==> config.mk <==
export PLATFORM = sky130hd
export DESIGN_NAME = upc_loop_status_monitor_flat
export DESIGN_NICKNAME = d
export VERILOG_FILES = /design/src/rtl/upc_loop_status_monitor_if.sv /design/src/rtl/upc_loop_status_monitor.sv /design/src/flat_wrapper.sv
export SDC_FILE = /design/constraint.sdc
export NUM_CORES = 1
export LEC_CHECK = 0
export BUFFER_PORTS_ARGS = -buffer_cell sky130_fd_sc_hd__buf_2
export CORE_AREA = 3 3 183 185
export CTS_BUF_LIST = sky130_fd_sc_hd__clkbuf_4 sky130_fd_sc_hd__clkbuf_8 sky130_fd_sc_hd__clkbuf_16
export DETAILED_ROUTE_END_ITERATION = 7
export DIE_AREA = 0 0 186 188
export SETUP_SLACK_MARGIN = 0.05
export SLEW_MARGIN = 15
export SYNTH_ARGS = -nofsm -noshare
export SYNTH_HDL_FRONTEND = slang
export SYNTH_SLANG_ARGS = --single-unit
==> constraint.sdc <==
create_clock -name clock -period 2.5 [get_ports clock]
set_input_delay 0.25 -clock clock [delete_from_list [all_inputs] [get_ports clock]]
set_output_delay 0.25 -clock clock [all_outputs]
set_load 0.005 [all_outputs]
==> src/rtl/upc_loop_status_monitor_if.sv <==
// Control taps from one HLS block: the ap_ctrl handshake plus the loop FSM and pipeline signals.
// The block drives them (master); the status monitor only observes them (slave).
interface upc_loop_status_monitor_if #(
  parameter int unsigned STATE_W = 1
);
  logic               ap_start;
  logic               ap_ready;
  logic               ap_done;
  logic               ap_continue;
  logic [STATE_W-1:0] cur_state;
  logic [STATE_W-1:0] iter_start_state;
  logic [STATE_W-1:0] iter_end_state;
  logic [STATE_W-1:0] quit_state;
  logic               iter_start_block;
  logic               iter_end_block;
  logic               quit_block;
  logic               iter_start_enable;
  logic               iter_end_enable;
  logic               quit_enable;
  logic               loop_start;
  logic               loop_done;
  logic               quit_at_end;

  modport master (
    output ap_start, ap_ready, ap_done, ap_continue,
    output cur_state, iter_start_state, iter_end_state, quit_state,
    output iter_start_block, iter_end_block, quit_block,
    output iter_start_enable, iter_end_enable, quit_enable,
    output loop_start, loop_done, quit_at_end
  );

  modport slave (
    input ap_start, ap_ready, ap_done, ap_continue,
    input cur_state, iter_start_state, iter_end_state, quit_state,
    input iter_start_block, iter_end_block, quit_block,
    input iter_start_enable, iter_end_enable, quit_enable,
    input loop_start, loop_done, quit_at_end
  );
endinterface

==> src/rtl/upc_loop_status_monitor.sv <==
// Passive run-time monitor for one HLS block: tracks the ap_ctrl transaction FSM and one
// pipelined loop, and publishes saturating statistics counters that freeze once finish is seen.
module upc_loop_status_monitor #(
  parameter int unsigned STATE_W = 1,
  parameter int unsigned CNT_W   = 32
) (
  input  logic                            clock,
  input  logic                            reset,
  input  logic                            finish,
  upc_loop_status_monitor_if.slave        tap,
  output logic                            mod_busy,
  output logic [CNT_W-1:0]                mod_txn_cnt,
  output logic [CNT_W-1:0]                mod_last_latency,
  output logic [CNT_W-1:0]                mod_stall_cnt,
  output logic                            loop_active,
  output logic [CNT_W-1:0]                loop_inv_cnt,
  output logic [CNT_W-1:0]                loop_iter_cnt,
  output logic [CNT_W-1:0]                loop_last_trip,
  output logic                            frozen
);

  typedef enum logic [1:0] {
    M_IDLE      = 2'd0,
    M_BUSY      = 2'd1,
    M_DONE_WAIT = 2'd2
  } mod_state_t;

  typedef enum logic {
    L_IDLE = 1'b0,
    L_RUN  = 1'b1
  } loop_state_t;

  mod_state_t         m_state;
  loop_state_t        l_state;
  logic [CNT_W-1:0]   lat_cnt;
  logic [CNT_W-1:0]   lat_nxt;
  logic [CNT_W-1:0]   trip_cnt;
  logic [CNT_W-1:0]   trip_nxt;
  logic [STATE_W-1:0] cur_s;
  logic [STATE_W-1:0] start_s;
  logic [STATE_W-1:0] end_s;
  logic [STATE_W-1:0] quit_s;
  logic               start_ev;
  logic               end_ev;
  logic               quit_ev;
  logic               hold;
  logic               unused_taps;

  // Counters stick at all-ones instead of wrapping.
  function automatic logic [CNT_W-1:0] sat_inc(input logic [CNT_W-1:0] v);
    return (&v) ? v : v + CNT_W'(1);
  endfunction

  assign cur_s   = tap.cur_state;
  assign start_s = tap.iter_start_state;
  assign end_s   = tap.iter_end_state;
  assign quit_s  = tap.quit_state;

  // Pipeline events; start_ev is decoded for completeness but feeds no counter.
  always_comb begin
    start_ev = (cur_s == start_s) && tap.iter_start_enable && !tap.iter_start_block;
    end_ev   = (cur_s == end_s) && tap.iter_end_enable && !tap.iter_end_block;
    quit_ev  = (cur_s == quit_s) && tap.quit_enable && !tap.quit_block &&
               (!tap.quit_at_end || end_ev);
    hold     = finish || frozen;
    lat_nxt  = sat_inc(lat_cnt);
    trip_nxt = end_ev ? sat_inc(trip_cnt) : trip_cnt;
  end

  assign unused_taps = &{1'b0, tap.ap_ready, start_ev};

  // Block transaction FSM: latency, completions and DONE_WAIT back-pressure.
  always_ff @(posedge clock) begin
    if (reset) begin
      m_state          <= M_IDLE;
      lat_cnt          <= '0;
      mod_busy         <= 1'b0;
      mod_txn_cnt      <= '0;
      mod_last_latency <= '0;
      mod_stall_cnt    <= '0;
      frozen           <= 1'b0;
    end else if (hold) begin
      frozen <= 1'b1;
    end else begin
      case (m_state)
        M_IDLE: begin
          if (tap.ap_start) begin
            if (tap.ap_done) begin
              // Start and done together: a one-cycle transaction.
              mod_last_latency <= CNT_W'(1);
              if (tap.ap_continue) begin
                mod_txn_cnt <= sat_inc(mod_txn_cnt);
              end else begin
                m_state  <= M_DONE_WAIT;
                mod_busy <= 1'b1;
              end
            end else begin
              m_state  <= M_BUSY;
              mod_busy <= 1'b1;
              lat_cnt  <= CNT_W'(1);
            end
          end
        end
        M_BUSY: begin
          if (tap.ap_done) begin
            mod_last_latency <= lat_nxt;
            if (tap.ap_continue) begin
              mod_txn_cnt <= sat_inc(mod_txn_cnt);
              if (tap.ap_start) begin
                lat_cnt <= CNT_W'(1);
              end else begin
                m_state  <= M_IDLE;
                mod_busy <= 1'b0;
              end
            end else begin
              m_state <= M_DONE_WAIT;
            end
          end else begin
            lat_cnt <= lat_nxt;
          end
        end
        M_DONE_WAIT: begin
          mod_stall_cnt <= sat_inc(mod_stall_cnt);
          if (tap.ap_continue) begin
            mod_txn_cnt <= sat_inc(mod_txn_cnt);
            m_state     <= M_IDLE;
            mod_busy    <= 1'b0;
          end
        end
        default: begin
          m_state  <= M_IDLE;
          mod_busy <= 1'b0;
        end
      endcase
    end
  end

  // Loop invocation FSM: per-invocation trip count and running iteration total.
  always_ff @(posedge clock) begin
    if (reset) begin
      l_state        <= L_IDLE;
      trip_cnt       <= '0;
      loop_active    <= 1'b0;
      loop_inv_cnt   <= '0;
      loop_iter_cnt  <= '0;
      loop_last_trip <= '0;
    end else if (!hold) begin
      case (l_state)
        L_IDLE: begin
          if (tap.loop_start) begin
            l_state     <= L_RUN;
            loop_active <= 1'b1;
            trip_cnt    <= '0;
          end
        end
        L_RUN: begin
          if (end_ev) begin
            loop_iter_cnt <= sat_inc(loop_iter_cnt);
          end
          // A same-cycle end_ev still belongs to the invocation that is closing.
          if (tap.loop_done || quit_ev) begin
            loop_last_trip <= trip_nxt;
            loop_inv_cnt   <= sat_inc(loop_inv_cnt);
            l_state        <= L_IDLE;
            loop_active    <= 1'b0;
          end else begin
            trip_cnt <= trip_nxt;
          end
        end
        default: begin
          l_state     <= L_IDLE;
          loop_active <= 1'b0;
        end
      endcase
    end
  end

endmodule

==> src/flat_wrapper.sv <==
// flat-port wrapper written by rule: the top's interface ports become plain ports
module upc_loop_status_monitor_flat 
#(
  parameter int unsigned STATE_W = 1,
  parameter int unsigned CNT_W   = 32
)
  (clock, reset, finish, mod_busy, mod_txn_cnt, mod_last_latency, mod_stall_cnt, loop_active, loop_inv_cnt, loop_iter_cnt, loop_last_trip, frozen, tap_ap_start, tap_ap_ready, tap_ap_done, tap_ap_continue, tap_cur_state, tap_iter_start_state, tap_iter_end_state, tap_quit_state, tap_iter_start_block, tap_iter_end_block, tap_quit_block, tap_iter_start_enable, tap_iter_end_enable, tap_quit_enable, tap_loop_start, tap_loop_done, tap_quit_at_end);
  upc_loop_status_monitor_if #(.STATE_W(STATE_W)) tap_i ();
  input  logic clock;
  input  logic reset;
  input  logic finish;
  output logic mod_busy;
  output logic [CNT_W-1:0] mod_txn_cnt;
  output logic [CNT_W-1:0] mod_last_latency;
  output logic [CNT_W-1:0] mod_stall_cnt;
  output logic loop_active;
  output logic [CNT_W-1:0] loop_inv_cnt;
  output logic [CNT_W-1:0] loop_iter_cnt;
  output logic [CNT_W-1:0] loop_last_trip;
  output logic frozen;
  input wire logic [$bits(tap_i.ap_start)-1:0] tap_ap_start;
  input wire logic [$bits(tap_i.ap_ready)-1:0] tap_ap_ready;
  input wire logic [$bits(tap_i.ap_done)-1:0] tap_ap_done;
  input wire logic [$bits(tap_i.ap_continue)-1:0] tap_ap_continue;
  input wire logic [$bits(tap_i.cur_state)-1:0] tap_cur_state;
  input wire logic [$bits(tap_i.iter_start_state)-1:0] tap_iter_start_state;
  input wire logic [$bits(tap_i.iter_end_state)-1:0] tap_iter_end_state;
  input wire logic [$bits(tap_i.quit_state)-1:0] tap_quit_state;
  input wire logic [$bits(tap_i.iter_start_block)-1:0] tap_iter_start_block;
  input wire logic [$bits(tap_i.iter_end_block)-1:0] tap_iter_end_block;
  input wire logic [$bits(tap_i.quit_block)-1:0] tap_quit_block;
  input wire logic [$bits(tap_i.iter_start_enable)-1:0] tap_iter_start_enable;
  input wire logic [$bits(tap_i.iter_end_enable)-1:0] tap_iter_end_enable;
  input wire logic [$bits(tap_i.quit_enable)-1:0] tap_quit_enable;
  input wire logic [$bits(tap_i.loop_start)-1:0] tap_loop_start;
  input wire logic [$bits(tap_i.loop_done)-1:0] tap_loop_done;
  input wire logic [$bits(tap_i.quit_at_end)-1:0] tap_quit_at_end;
  assign tap_i.ap_start = tap_ap_start;
  assign tap_i.ap_ready = tap_ap_ready;
  assign tap_i.ap_done = tap_ap_done;
  assign tap_i.ap_continue = tap_ap_continue;
  assign tap_i.cur_state = tap_cur_state;
  assign tap_i.iter_start_state = tap_iter_start_state;
  assign tap_i.iter_end_state = tap_iter_end_state;
  assign tap_i.quit_state = tap_quit_state;
  assign tap_i.iter_start_block = tap_iter_start_block;
  assign tap_i.iter_end_block = tap_iter_end_block;
  assign tap_i.quit_block = tap_quit_block;
  assign tap_i.iter_start_enable = tap_iter_start_enable;
  assign tap_i.iter_end_enable = tap_iter_end_enable;
  assign tap_i.quit_enable = tap_quit_enable;
  assign tap_i.loop_start = tap_loop_start;
  assign tap_i.loop_done = tap_loop_done;
  assign tap_i.quit_at_end = tap_quit_at_end;
  upc_loop_status_monitor #(.STATE_W(STATE_W), .CNT_W(CNT_W)) u_core (.clock(clock), .reset(reset), .finish(finish), .tap(tap_i), .mod_busy(mod_busy), .mod_txn_cnt(mod_txn_cnt), .mod_last_latency(mod_last_latency), .mod_stall_cnt(mod_stall_cnt), .loop_active(loop_active), .loop_inv_cnt(loop_inv_cnt), .loop_iter_cnt(loop_iter_cnt), .loop_last_trip(loop_last_trip), .frozen(frozen));
endmodule
After elaboration in Yosys (flattened, before gate mapping)
Cells that the tools add are included.

Add/subtract/negate cells: 6. Multiply operators: 0. Div/mod/pow operators: 0. $lt $le $gt $ge: 0. Eq/ne operators: 18. Shifts and indexed selects: 0. Multiplexer cells: 43. Bitwise operators: 5. Reductions and logical operators: 31.

Operator list (number): 2-to-1 mux 32 bit (17); adder 32 x 1 -> 32 bit (second input constant) (6); case mux 32 bit (2 select lines) (3); AND reduction 32 bit (6); case mux 32 bit (3 select lines) (1); inequality test 2 bit (second input constant) (10); AND reduction 3 bit (5); 2-to-1 mux 2 bit (7); inequality test 3 bit (second input constant) (4); AND reduction 6 bit (2); 2-to-1 mux 1 bit (11); AND reduction 4 bit (2); AND reduction 7 bit (1); case mux 2 bit (3 select lines) (1); logical AND 1 bit (5); NOT 1 bit (5); AND reduction 5 bit (1); case mux 1 bit (2 select lines) (2); logical NOT 1 bit (3); logical OR 1 bit (3); case mux 1 bit (3 select lines) (1); nonzero test 3 bit (1); == test 1 bit (2); == test 2 x 1 -> 1 bit (second input constant) (1); 3 further kinds (3).

Register bits after elaboration: 262. Latch bits: 0. RAM bits: 0. ROM bits: 0. Input bits: 20. Output and inout port bits: 195. Logic and storage cells: 116. Memories kept: 0.

Depth between registers and ports, before layout
Word-level depth: 8. Mapped depth: 9.

Least setup slack after synthesis
Ideal clock, no wire load.

Path type: reg2reg. Start point: reg u_core.trip_cnt[0]. End point: reg u_core.loop_last_trip[22]. Data arrival time: 2.136 ns. Data required time: 2.430 ns. Path slack: 0.294 ns. Cell stages (with the launch flop): 9. Clock period less this slack: 2.206 ns. Cells stage by stage: dfxtp_1 -> ha_1 -> nand4_1 -> or4_1 -> nor3_2 -> buf_2 -> nand2_1 -> xor2_1 -> a21oi_1.

Longest elaborated chain between the ends: 3.

RTL lines: from (decl) (line upc_loop_status_monitor.sv:37) `logic [CNT_W-1:0] trip_cnt;`; from (signal assigned) (line upc_loop_status_monitor.sv:167) `trip_cnt <= trip_nxt;`; adder 32 x 1 -> 32 bit / AND reduction 32 bit (equally long branches) (line upc_loop_status_monitor.sv:51) `return (&v) ? v : v + CNT_W'(1);`; 2-to-1 mux 32 bit * (line upc_loop_status_monitor.sv:51); 2-to-1 mux 32 bit * (line upc_loop_status_monitor.sv:67) `trip_nxt = end_ev ? sat_inc(trip_cnt) : trip_cnt;`; to (signal assigned) (line upc_loop_status_monitor.sv:162) `loop_last_trip <= trip_nxt;`; to (decl) (line upc_loop_status_monitor.sv:18) `output logic [CNT_W-1:0] loop_last_trip,`.

Every way passes the cells marked *; elsewhere a longest branch is shown, timed or not. A chain may end at the register's enable or synchronous reset.

Worst setup path after layout
Start point: reg u_core.trip_cnt[9]. End point: reg u_core.trip_cnt[19].

Longest elaborated chain between the ends: 5.

RTL lines: adder 32 x 1 -> 32 bit / AND reduction 32 bit (equally long branches) (line upc_loop_status_monitor.sv:51); 2-to-1 mux 32 bit * (line upc_loop_status_monitor.sv:51); 2-to-1 mux 32 bit * (line upc_loop_status_monitor.sv:67); 2-to-1 mux 32 bit * (line upc_loop_status_monitor.sv:161) `if (tap.loop_done || quit_ev) begin`; case mux 32 bit (2 select lines) * (line upc_loop_status_monitor.sv:148) `case (l_state)`.

Every way passes the cells marked *; elsewhere a longest branch is shown, timed or not. The select of a mux whose other input is x is not followed.

==> metrics.md <==
| Metric | Value |
|---|---|
| Top cells by count, synth | 262 x dfxtp_1, 168 x nor2_1, 141 x nand2_1, 133 x o21ai_0, 98 x xnor2_1 |
| Antenna viol nets, final | 0 |
| Uppermost layer routed | met4 |
| Mapped cell area | 12780 um^2 |
| Fill count | 3183 |
| Hpwl dp | 25290 um |
| Primary FF master, synth | dfxtp_1 |
| Final slew viol count | 0 |
| Post-Layout Cell Count | 2248 |
| Metal3 WL | 2128 um |
| CP startpoint kind | flip-flop |
| Fmax | 433.9 MHz |
| Fin Clk Skew | 0.01422 ns |
| Share of cells above drive strength 1 | 21.38% |
| Vias per cell | 5.414 |
| GP Congestion | 0.8659 |
| Worst slew margin | 24.43% |
| Sw Share | 21.73% |
| Final worst slack | 0.1952 ns |
| FF+latch area | 5250 um^2 |
| Clk sinks | 262 |
| WP data arrival | 2.80 ns |
| Avg WL per Cell | 15.84 um |
| Row count | 66 |
| Top-count cell post-synth | dfxtp_1 |
| Nets | 1839 |
| Final Hold Viols | 0 |
| Placed insts | 2187 |
| Met2 WL post-DR | 16020 um |
| Routed vias | 12170 |
| GRT overflow | 0 |
| Area Growth Syn to Fin | 24.05% |
| Max-cap violation count | 0 |
| 1st-iter DRT viols | 576 |
| Synth area leader | dfxtp_1 |
| Setup TNS | 0 ns |
| Worst VDD drop | 0.5573 mV |
| Nature of the critical path endpoint | flip-flop |
| Sw Pwr | 0.002003 W |
| Starting density of the core | 39.69% |
| Setup CP Type | reg -> reg |
| Core area | 32210 um^2 |
| RSZ-0062 raised after global routing | yes |
| Sequential share of the synthesized area | 41.03% |
| Final period util | 92.19% |
| Pre-CTS setup slack | 0.06443 ns |
| Logic pwr share | 3.3% |
| Pwr Total | 0.009216 W |
| Vias in the first global route | 11530 |
| Seq pwr share | 45.7% |
| Top cell type's share of synthesized area | 41.03% |
| Die W | 186 um |
| Die span in y | 188 um |
| Pleak | 6.061 nW |
| I/O pins | 215 |
| Int Pwr | 0.007213 W |
| Post-synthesis cell type count | 70 |
| Clock group share of total power | 51.0% |
| Clock-pin slew on the worst setup and hold paths | 0.06 ns |
| Power per cell area | 581.2 nW/um^2 |
| Max Fanout on Critical Path | 12 |
| First-pass GRT wire length | 58560 um |
| Antenna violations before repair | 2 |
| Largest net degree at the start of global routing | 107 |
| Post-synth EDFFs | 0 |
| Inserted Clock Buffers | 31 |
| DIE AREA | 34970 um^2 |
| Transition time of the tightest slew-check pin | 1.134 ns |
| CTS tree | yes |
| Asr flop ratio synth | 0% |
| GRT Total Usage | 19.78% |
| Ys Warns | 0 |
| Hold slack | 0.03267 ns |
| Routed WL | 35600 um |
| Mapped Avg Cell Area | 8.162 um^2 |
| #FFs+latches synth | 262 |
| H-tree depth | 1 |
| Tmin final | 2.305 ns |
| CP Data Required Time | 3.00 ns |
| Dominant cells by area after synthesis | dfxtp_1 41%, xnor2_1 6.7%, o21ai_0 5.2% |
| Worst-Skew Late Latency | 0.57 ns |
| Maximum clock insertion buffer count | 3 |
| Multi-input gate area | 7153 um^2 |
| Hold WC Path Type | in -> reg |
| Post-Syn Instances | 1566 |
| Final setup vio count | 0 |
| CTS root buf | clkbuf_16 |
| PortBufs | 210 |
| Syn_nets | 1592 |
| Drt drc | 0 |
| First-pass DRT Iterations | 5 |
| DRT met1 WL | 16500 um |
| Status | finished clean |
==> worst max-delay path, cell delays in order, from the launching register on <==
cell and delay, ns:
dfxtp_1 0.44, nand2_1 0.10, or4_4 0.54, a211oi_4 0.27, buf_12 0.17, nand4_1 0.16, or3_1 0.38, a31oi_1 0.16
==> per-stage QoR <==
stage                     utilization, %  cell area, um^2
final                              49.23            15860
after floorplan                        -            12780
after global placement             45.70            14720
after global routing               49.23            15860
after detailed placement           45.70            14720
after CTS                          49.10            15810
==> cell type report <==
type / instances / area share (%)
clock buffer: 44 / 5.705
clock inverter: 14 / 1.097
tap: 408 / 3.219
sequential: 262 / 33.11
inverter: 28 / 0.6628
timing repair buffer: 297 / 11.06
antenna: 2 / 0.03156
multi-input combinational: 1193 / 45.11
==> power groups by stage <==
stage	clock, W	combinational [W]	sequential (W)
floorplan	0	0.000169	0.00430
global placement	0	0.000301	0.00430
detailed placement	0	0.000304	0.00430
CTS	0.00483	0.000307	0.00421
global route	0.00502	0.000340	0.00421
finish	0.00470	0.000306	0.00421
==> cells in the final DEF (no fill, tap or decap), types with 5 or more instances in the layout <==
cell type	instances
dfxtp_1	258
buf_2	209
nor2_1	166
nand2_1	140
o21ai_0	132
xnor2_1	98
a21oi_1	89
buf_4	82
nand3_1	76
xor2_1	60
nand4_1	46
nor3_1	41
or3_1	40
and3_1	33
nor4_1	31
clkbuf_16	31
and4_1	30
a31oi_1	30
inv_1	28
a211oi_1	19
and2_1	18
o31ai_1	11
nor4b_1	11
clkinv_2	9
clkbuf_4	8
nand2b_1	7
or2_2	7
or4_1	7
mux2i_1	7
o211ai_1	6
a311oi_1	6
ha_1	6
nor2b_1	5
nor4_2	5
a21o_1	5
clkbuf_8	5
==> sequential cells by signal (all words and copies together) (netlist names) <==
register and count:
u_core.loop_inv_cnt 32, u_core.lat_cnt 32, u_core.loop_last_trip 32, u_core.frozen 1
u_core.trip_cnt 32, u_core.mod_stall_cnt 32, u_core.m_state 2, u_core.mod_busy 1
u_core.mod_txn_cnt 32, u_core.loop_iter_cnt 32, u_core.loop_active 1, u_core.mod_last_latency 32
u_core.l_state 1
==> worst paths after layout <==
kind / startpoint / endpoint / slack [ns] / cells after the start
min reg2reg: u_core.mod_last_latency[27]$_SDFFE_PP0P_ / u_core.mod_last_latency[27]$_SDFFE_PP0P_ / 0.45 / 2
min: tap_loop_start / u_core.l_state$_SDFFE_PP0P_ / 0.03 / 3
max reg2reg: u_core.trip_cnt[9]$_SDFFE_PP0P_ / u_core.trip_cnt[19]$_SDFFE_PP0P_ / 0.20 / 7
max: u_core.trip_cnt[9]$_SDFFE_PP0P_ / u_core.trip_cnt[19]$_SDFFE_PP0P_ / 0.20 / 7
==> layer usage <==
metal	vias up	global-route usage (%)
met1	5704	26.39
met3	66	4.850
met4	0	5.758
met2	252	31.75
met5	-	0
li1	6148	-
==> cell families (layout without fill, tap and decap cells) <==
logic type	count (synthesis)	in the layout	share of synthesized area (%)
flip-flops	262	262	41.03
other	0	2	0
adder cells (fa/ha/maj)	6	6	0.5873
AND/OR/NAND/NOR	691	691	28.32
multiplexers	7	7	0.5482
AO/OA/AOI/OAI	331	331	15.28
XOR/XNOR	158	158	10.83
buffers and inverters	111	383	3.406
==> repair_timing <==
action | 4_1_cts | 5_1_grt
endpoints found under the setup margin | 1 | 28
pin swaps | 0 | 1
endpoints found under the hold margin | 6 | 0
hold buffers | 1 | 0
gates resized for setup | 1 | 12
buffers inserted | 0 | 0
Note: power is estimated with default switching activity, not from simulation.
